`config.mk`:
```
export PLATFORM = sky130hd
export DESIGN_NAME = cr_cceip_64_support_df_demux
export DESIGN_NICKNAME = d
export VERILOG_FILES = /design/src/rtl/cr_cceip_64_support_df_demux.sv
export SDC_FILE = /design/constraint.sdc
export NUM_CORES = 1
export LEC_CHECK = 0
export BUFFER_PORTS_ARGS = -buffer_cell sky130_fd_sc_hd__buf_4
export CAP_MARGIN = 0
export CORE_ASPECT_RATIO = 1.5
export CORE_UTILIZATION = 43
export DETAILED_ROUTE_END_ITERATION = 10
export PLACE_DENSITY_LB_ADDON = 0.1
export SLEW_MARGIN = 20
export SYNTH_ARGS = -nofsm -noshare
export SYNTH_HDL_FRONTEND = slang
export SYNTH_SLANG_ARGS = --single-unit
```
`constraint.sdc`:
```
create_clock -name clk -period 3.4 [get_ports clk]
set_clock_uncertainty 0.1 [all_clocks]
set_input_delay 0.68 -clock clk [delete_from_list [all_inputs] [get_ports clk]]
set_output_delay 0.68 -clock clk [all_outputs]
set_load 0.005 [all_outputs]
```
`src/rtl/cr_cceip_64_support_df_demux.sv`:
```
// ---------------------------------------------------------------------------
// cr_cceip_64_support_df_demux
//
// Steers one inbound AXI4-Stream onto one of two outbound streams (one per
// CRC/CG lane). The destination is chosen once per frame, when the first
// beat of the frame is accepted, so a select change can never split a frame.
// A single registered output slot gives a fixed one-cycle latency while still
// allowing a full rate of one beat per cycle.
//
// Ports:
//   clk, rst          clock, asynchronous active-high reset
//   df_demux_sel      requested destination for the next frame (0=ob0, 1=ob1)
//   ib_*              inbound stream (tvalid/tready/tlast/tid/tstrb/tuser/tdata)
//   ob0_tvalid/tready destination 0 handshake
//   ob1_tvalid/tready destination 1 handshake
//   ob_*              outbound beat fields, shared by both destinations
//   frm_cnt0/1        frames delivered per destination (8-bit, wrapping)
//   sel_active        destination of the current or most recent frame
//   demux_idle        no frame in progress and output slot empty
// ---------------------------------------------------------------------------
module cr_cceip_64_support_df_demux #(
  parameter int DATA_W = 64,
  parameter int STRB_W = 8,
  parameter int USER_W = 8,
  parameter int ID_W   = 1
) (
  input  logic              clk,
  input  logic              rst,
  input  logic              df_demux_sel,

  input  logic              ib_tvalid,
  output logic              ib_tready,
  input  logic              ib_tlast,
  input  logic [ID_W-1:0]   ib_tid,
  input  logic [STRB_W-1:0] ib_tstrb,
  input  logic [USER_W-1:0] ib_tuser,
  input  logic [DATA_W-1:0] ib_tdata,

  output logic              ob0_tvalid,
  input  logic              ob0_tready,
  output logic              ob1_tvalid,
  input  logic              ob1_tready,
  output logic              ob_tlast,
  output logic [ID_W-1:0]   ob_tid,
  output logic [STRB_W-1:0] ob_tstrb,
  output logic [USER_W-1:0] ob_tuser,
  output logic [DATA_W-1:0] ob_tdata,

  output logic [7:0]        frm_cnt0,
  output logic [7:0]        frm_cnt1,
  output logic              sel_active,
  output logic              demux_idle
);

  typedef enum logic {
    IDLE    = 1'b0,
    INFRAME = 1'b1
  } state_t;

  state_t state;
  state_t state_nxt;

  // Output slot: valid flag and destination tag; beat fields live directly
  // in the ob_* output registers.
  logic sv;
  logic dst;
  logic sv_nxt;

  logic acc;
  logic drn;
  logic beat_dst;

  // Drain only looks at the ready of the destination the slot is tagged
  // with, so the other lane's ready can never release or stall the slot.
  assign drn = sv & (dst ? ob1_tready : ob0_tready);

  // Combinational ready lets a new beat enter in the same cycle the slot
  // drains, which is what sustains one beat per cycle.
  assign ib_tready = ~rst & (~sv | drn);
  assign acc       = ib_tvalid & ib_tready;

  // First beat of a frame takes the live select; later beats follow the
  // select latched at frame start.
  assign beat_dst = (state == IDLE) ? df_demux_sel : sel_active;

  assign ob0_tvalid = sv & ~dst;
  assign ob1_tvalid = sv & dst;

  always_comb begin
    state_nxt = state;
    if (acc) begin
      state_nxt = ib_tlast ? IDLE : INFRAME;
    end
  end

  always_comb begin
    sv_nxt = sv;
    if (acc) begin
      sv_nxt = 1'b1;
    end else if (drn) begin
      sv_nxt = 1'b0;
    end
  end

  // Frame FSM, output slot, and status registers. Reset discards any beat
  // held in the slot, so a partially delivered frame is never counted.
  always_ff @(posedge clk or posedge rst) begin
    if (rst) begin
      state      <= IDLE;
      sv         <= 1'b0;
      dst        <= 1'b0;
      ob_tlast   <= 1'b0;
      ob_tid     <= '0;
      ob_tstrb   <= '0;
      ob_tuser   <= '0;
      ob_tdata   <= '0;
      sel_active <= 1'b0;
      demux_idle <= 1'b1;
    end else begin
      state      <= state_nxt;
      sv         <= sv_nxt;
      demux_idle <= (state_nxt == IDLE) & ~sv_nxt;
      if (acc) begin
        dst      <= beat_dst;
        ob_tlast <= ib_tlast;
        ob_tid   <= ib_tid;
        ob_tstrb <= ib_tstrb;
        ob_tuser <= ib_tuser;
        ob_tdata <= ib_tdata;
        if (state == IDLE) begin
          sel_active <= df_demux_sel;
        end
      end
    end
  end

  // A frame counts as delivered when its tlast beat leaves the slot.
  always_ff @(posedge clk or posedge rst) begin
    if (rst) begin
      frm_cnt0 <= 8'h00;
      frm_cnt1 <= 8'h00;
    end else if (drn && ob_tlast) begin
      if (dst) begin
        frm_cnt1 <= frm_cnt1 + 8'h01;
      end else begin
        frm_cnt0 <= frm_cnt0 + 8'h01;
      end
    end
  end

endmodule
```
==> results.yml <==
worst_setup_path:
  cp_slowest_stage_delay_ns: 0.48
  start_kind: "flop"
  cp_max_fo: 8
  ff2ff_path_depth: 4
  rr_endpoint: "ob_tdata[45]"
  path_class: "reg -> out"
  timing.critical_path.to: "ib_tready"
  reg2reg_from: "dst"
  r2r_setup_slack_ns: 1.39
  cp_data_arrival_time_ns: 1.48
  critPathLaunch: "dst"
  crit_slowest_cell: "dfrtp_1"
  path_cells: "mux2i_2, a21oi_1, buf_4"
  worst_setup_path_end_kind: "primary output"
  cp.required_ns: 2.62
clocking:
  cts-buffers-inserted: 9
  clockBufferDepth: 2
  clkSlewWorstSetupHoldPaths_ns: 0.06
  cts_resized: 0
  cts_hold_buf: 0
  clock_sink_count: 102
  post_cts_buffers: 0
  cts_tree: "yes"
  worstSkewPairLatency_ns: 0.34
  cts_max_level: 3
  cts_root_buf: "clkbuf_16"
layout:
  final_core_util_pct: 62.5
  drive_gt1_share_pct: 62.9
  instances_no_fill: 560
  diodes: 0
  nNetsFinal: 533
  area_growth_pct: 40.4
timing:
  period_needed_ns: 2.26
  max_freq_ghz: 0.442
  setup_violations: 0
  whs_ns: 0.293
  slew_violations: 0
  rsz0062_at_grt: "false"
  worst_pin_slew_ns: 0.592
  hold_viol: 0
  setup_tns_ns: 0
  max_slew_margin_pct: 60.5
  fin_ws_ns: 1.14
  min_period_over_period_pct: 66.6
synth:
  synth_seq_area_share_pct: 59.2
  yosysUniqueCellTypes: 28
  ys.flop_type: "dfrtp_1"
  yosysWarnings: 0
  async_reset_ff_share_pct: 100
  synth_most_common_cell: "dfrtp_1"
  synth_fp_nets: 340
  synth_commonest_cells: "dfrtp_1 (101), mux2_4 (69), mux2_1 (14)"
  synth_cells: 250
  yosys-top-cells-area: "dfrtp_1 (59%), mux2_4 (24%), buf_12 (3.7%)"
  synth_top_area_share_pct: 58.6
  synth-seq-cells: 102
  synth_area_um2: 4310
  yosys.area.top_type: "dfrtp_1"
  syn_avg_cell_area_um2: 17.3
  synth_edf_count: 0
pwr:
  switching_share_pct: 25.3
  leakagePower_nw: 3.02
  p_switching_w: 0.00100
  powerDensity_nw_per_um2: 655
  p_clk_share_pct: 25.7
  p_comb_share_pct: 29.9
  ir_worst_vdd_uv: 465
  p_int_w: 0.00296
  seq_power_share_pct: 44.4
floorplan:
  dieArea_um2: 10400
  core_um2: 9690
  die_w_um: 83.8
  dieHeight_um: 125
  row_count: 44
  io_pins: 191
  initial_core_util_pct: 44.5
drt:
  vias_per_cell: 4.93
  first_iter_violations: 98
  ant_nets: 0
  drc: 0
  vias: 2761
  first_pass_iters: 4
  routed_wl_um: 9160
  routedWlPerCell_um: 16.3
place:
  routabilityCongestion: 0.708
  dp_cells: 547
  place.port_buffers: 190
  place_ws_ns: 1.08
  hpwl_um: 6470
grt:
  antenna_found_initial: 0
  grt_pass1_wl_um: 14600
  grt_max_degree: 83
  grt_use_total_pct: 18.0
  grt_pass1_vias: 2833
  gr-total-overflow: 0
job:
  drv_cap: 0
min_path:
  hold_path_class: "in -> async"
status:
  status: "finished clean"
[logic make-up after synthesis]
group	count (synthesis)	share of synthesized area, %
compound gates	3	0.667
xor+xnor	14	2.84
fa+ha+maj	2	0.580
buf+inv	14	4.35
flops	102	59.2
mux	86	28.5
simple gates	29	3.86
[through the flow]
| step | instance area [µm²] | power [W] |
|---|---|---|
| floorplan | 4320 | 0.00232 |
| global placement | 5760 | 0.00295 |
| detailed placement | 5760 | 0.00298 |
| CTS | 6050 | 0.00402 |
| global route | 6050 | 0.00418 |
| finish | 6050 | 0.00397 |
[critical path: cells and delay by family (launching register included)]
family                 cells  cell delay, ns
flip-flops                 1            0.48
multiplexers               1            0.40
buffers and inverters      1            0.15
AO/OA/AOI/OAI              1            0.12
[metal layers]
layer | routed length [µm] | part of all wire, % | global-route usage, % | up-vias
met3 | 632 | 6.9 | 4.51 | 19
met4 | 291 | 3.2 | 9.67 | 0
met5 | 0 | 0 | 0 | -
met1 | 3780 | 41 | 22.5 | 1365
li1 | - | - | - | 1257
met2 | 4460 | 49 | 28.5 | 120
[sequential cells by signal (all words and copies together), names as in the netlist]
| name | count |
|---|---|
| ob_tstrb | 8 |
| demux_idle | 1 |
| ob_tlast | 1 |
| dst | 1 |
| frm_cnt1 | 8 |
| frm_cnt0 | 8 |
| sv | 1 |
| ob_tid | 1 |
| ob_tuser | 8 |
| ob_tdata | 64 |
| state | 1 |
[area by class of cell]
class,instances,area (µm²)
clock buffers,12,267
fillers,778,3630
inverters,3,15.0
flip-flops and latches,102,2550
well taps,115,144
clock inverters,1,30.0
repair buffers,193,1470
multi-input cells,134,1570
[cell usage in the layout (no fill, tap or decap)]
cell type and instances:
and3_1 4, mux2i_1 1, mux2_4 69, a211oi_1 1, and2_1 1, nand2b_1 1
nand4_1 10, nand3_1 1, ha_1 2, mux2_1 14, nor2b_1 1, xnor2_1 11
mux2_2 1, clkbuf_16 9, a21oi_1 1, buf_12 2, buf_4 191, inv_1 2
dfrtp_1 101, clkbuf_8 3, bufinv_16 1, mux2i_2 1, nand2_1 7, a21oi_4 1
xor2_1 3, clkinvlp_4 1, dfstp_2 1, and4b_1 1, and4_1 1, nor3_1 2
[power by group through the flow]
stage	registers (W)	clock network, W	logic, W
floorplan	0.00176	0	0.000561
global placement	0.00177	0	0.00118
detailed placement	0.00177	0	0.00120
CTS	0.00176	0.00105	0.00121
global route	0.00181	0.00110	0.00127
finish	0.00176	0.00102	0.00119
[worst min-delay path by stage]
| stage | endpoint | slack, ns | cells after the start |
|---|---|---|---|
| floorplan | frm_cnt1[7] | 0.36 | 1 |
| global placement | frm_cnt1[7] | 0.36 | 1 |
| detailed placement | frm_cnt0[7] | 0.37 | 1 |
| CTS | frm_cnt1[7] | 0.30 | 2 |
| global route | frm_cnt1[0] | 0.33 | 2 |
| finish | frm_cnt1[7] | 0.29 | 2 |
Note: power is estimated with default switching activity, not from simulation.
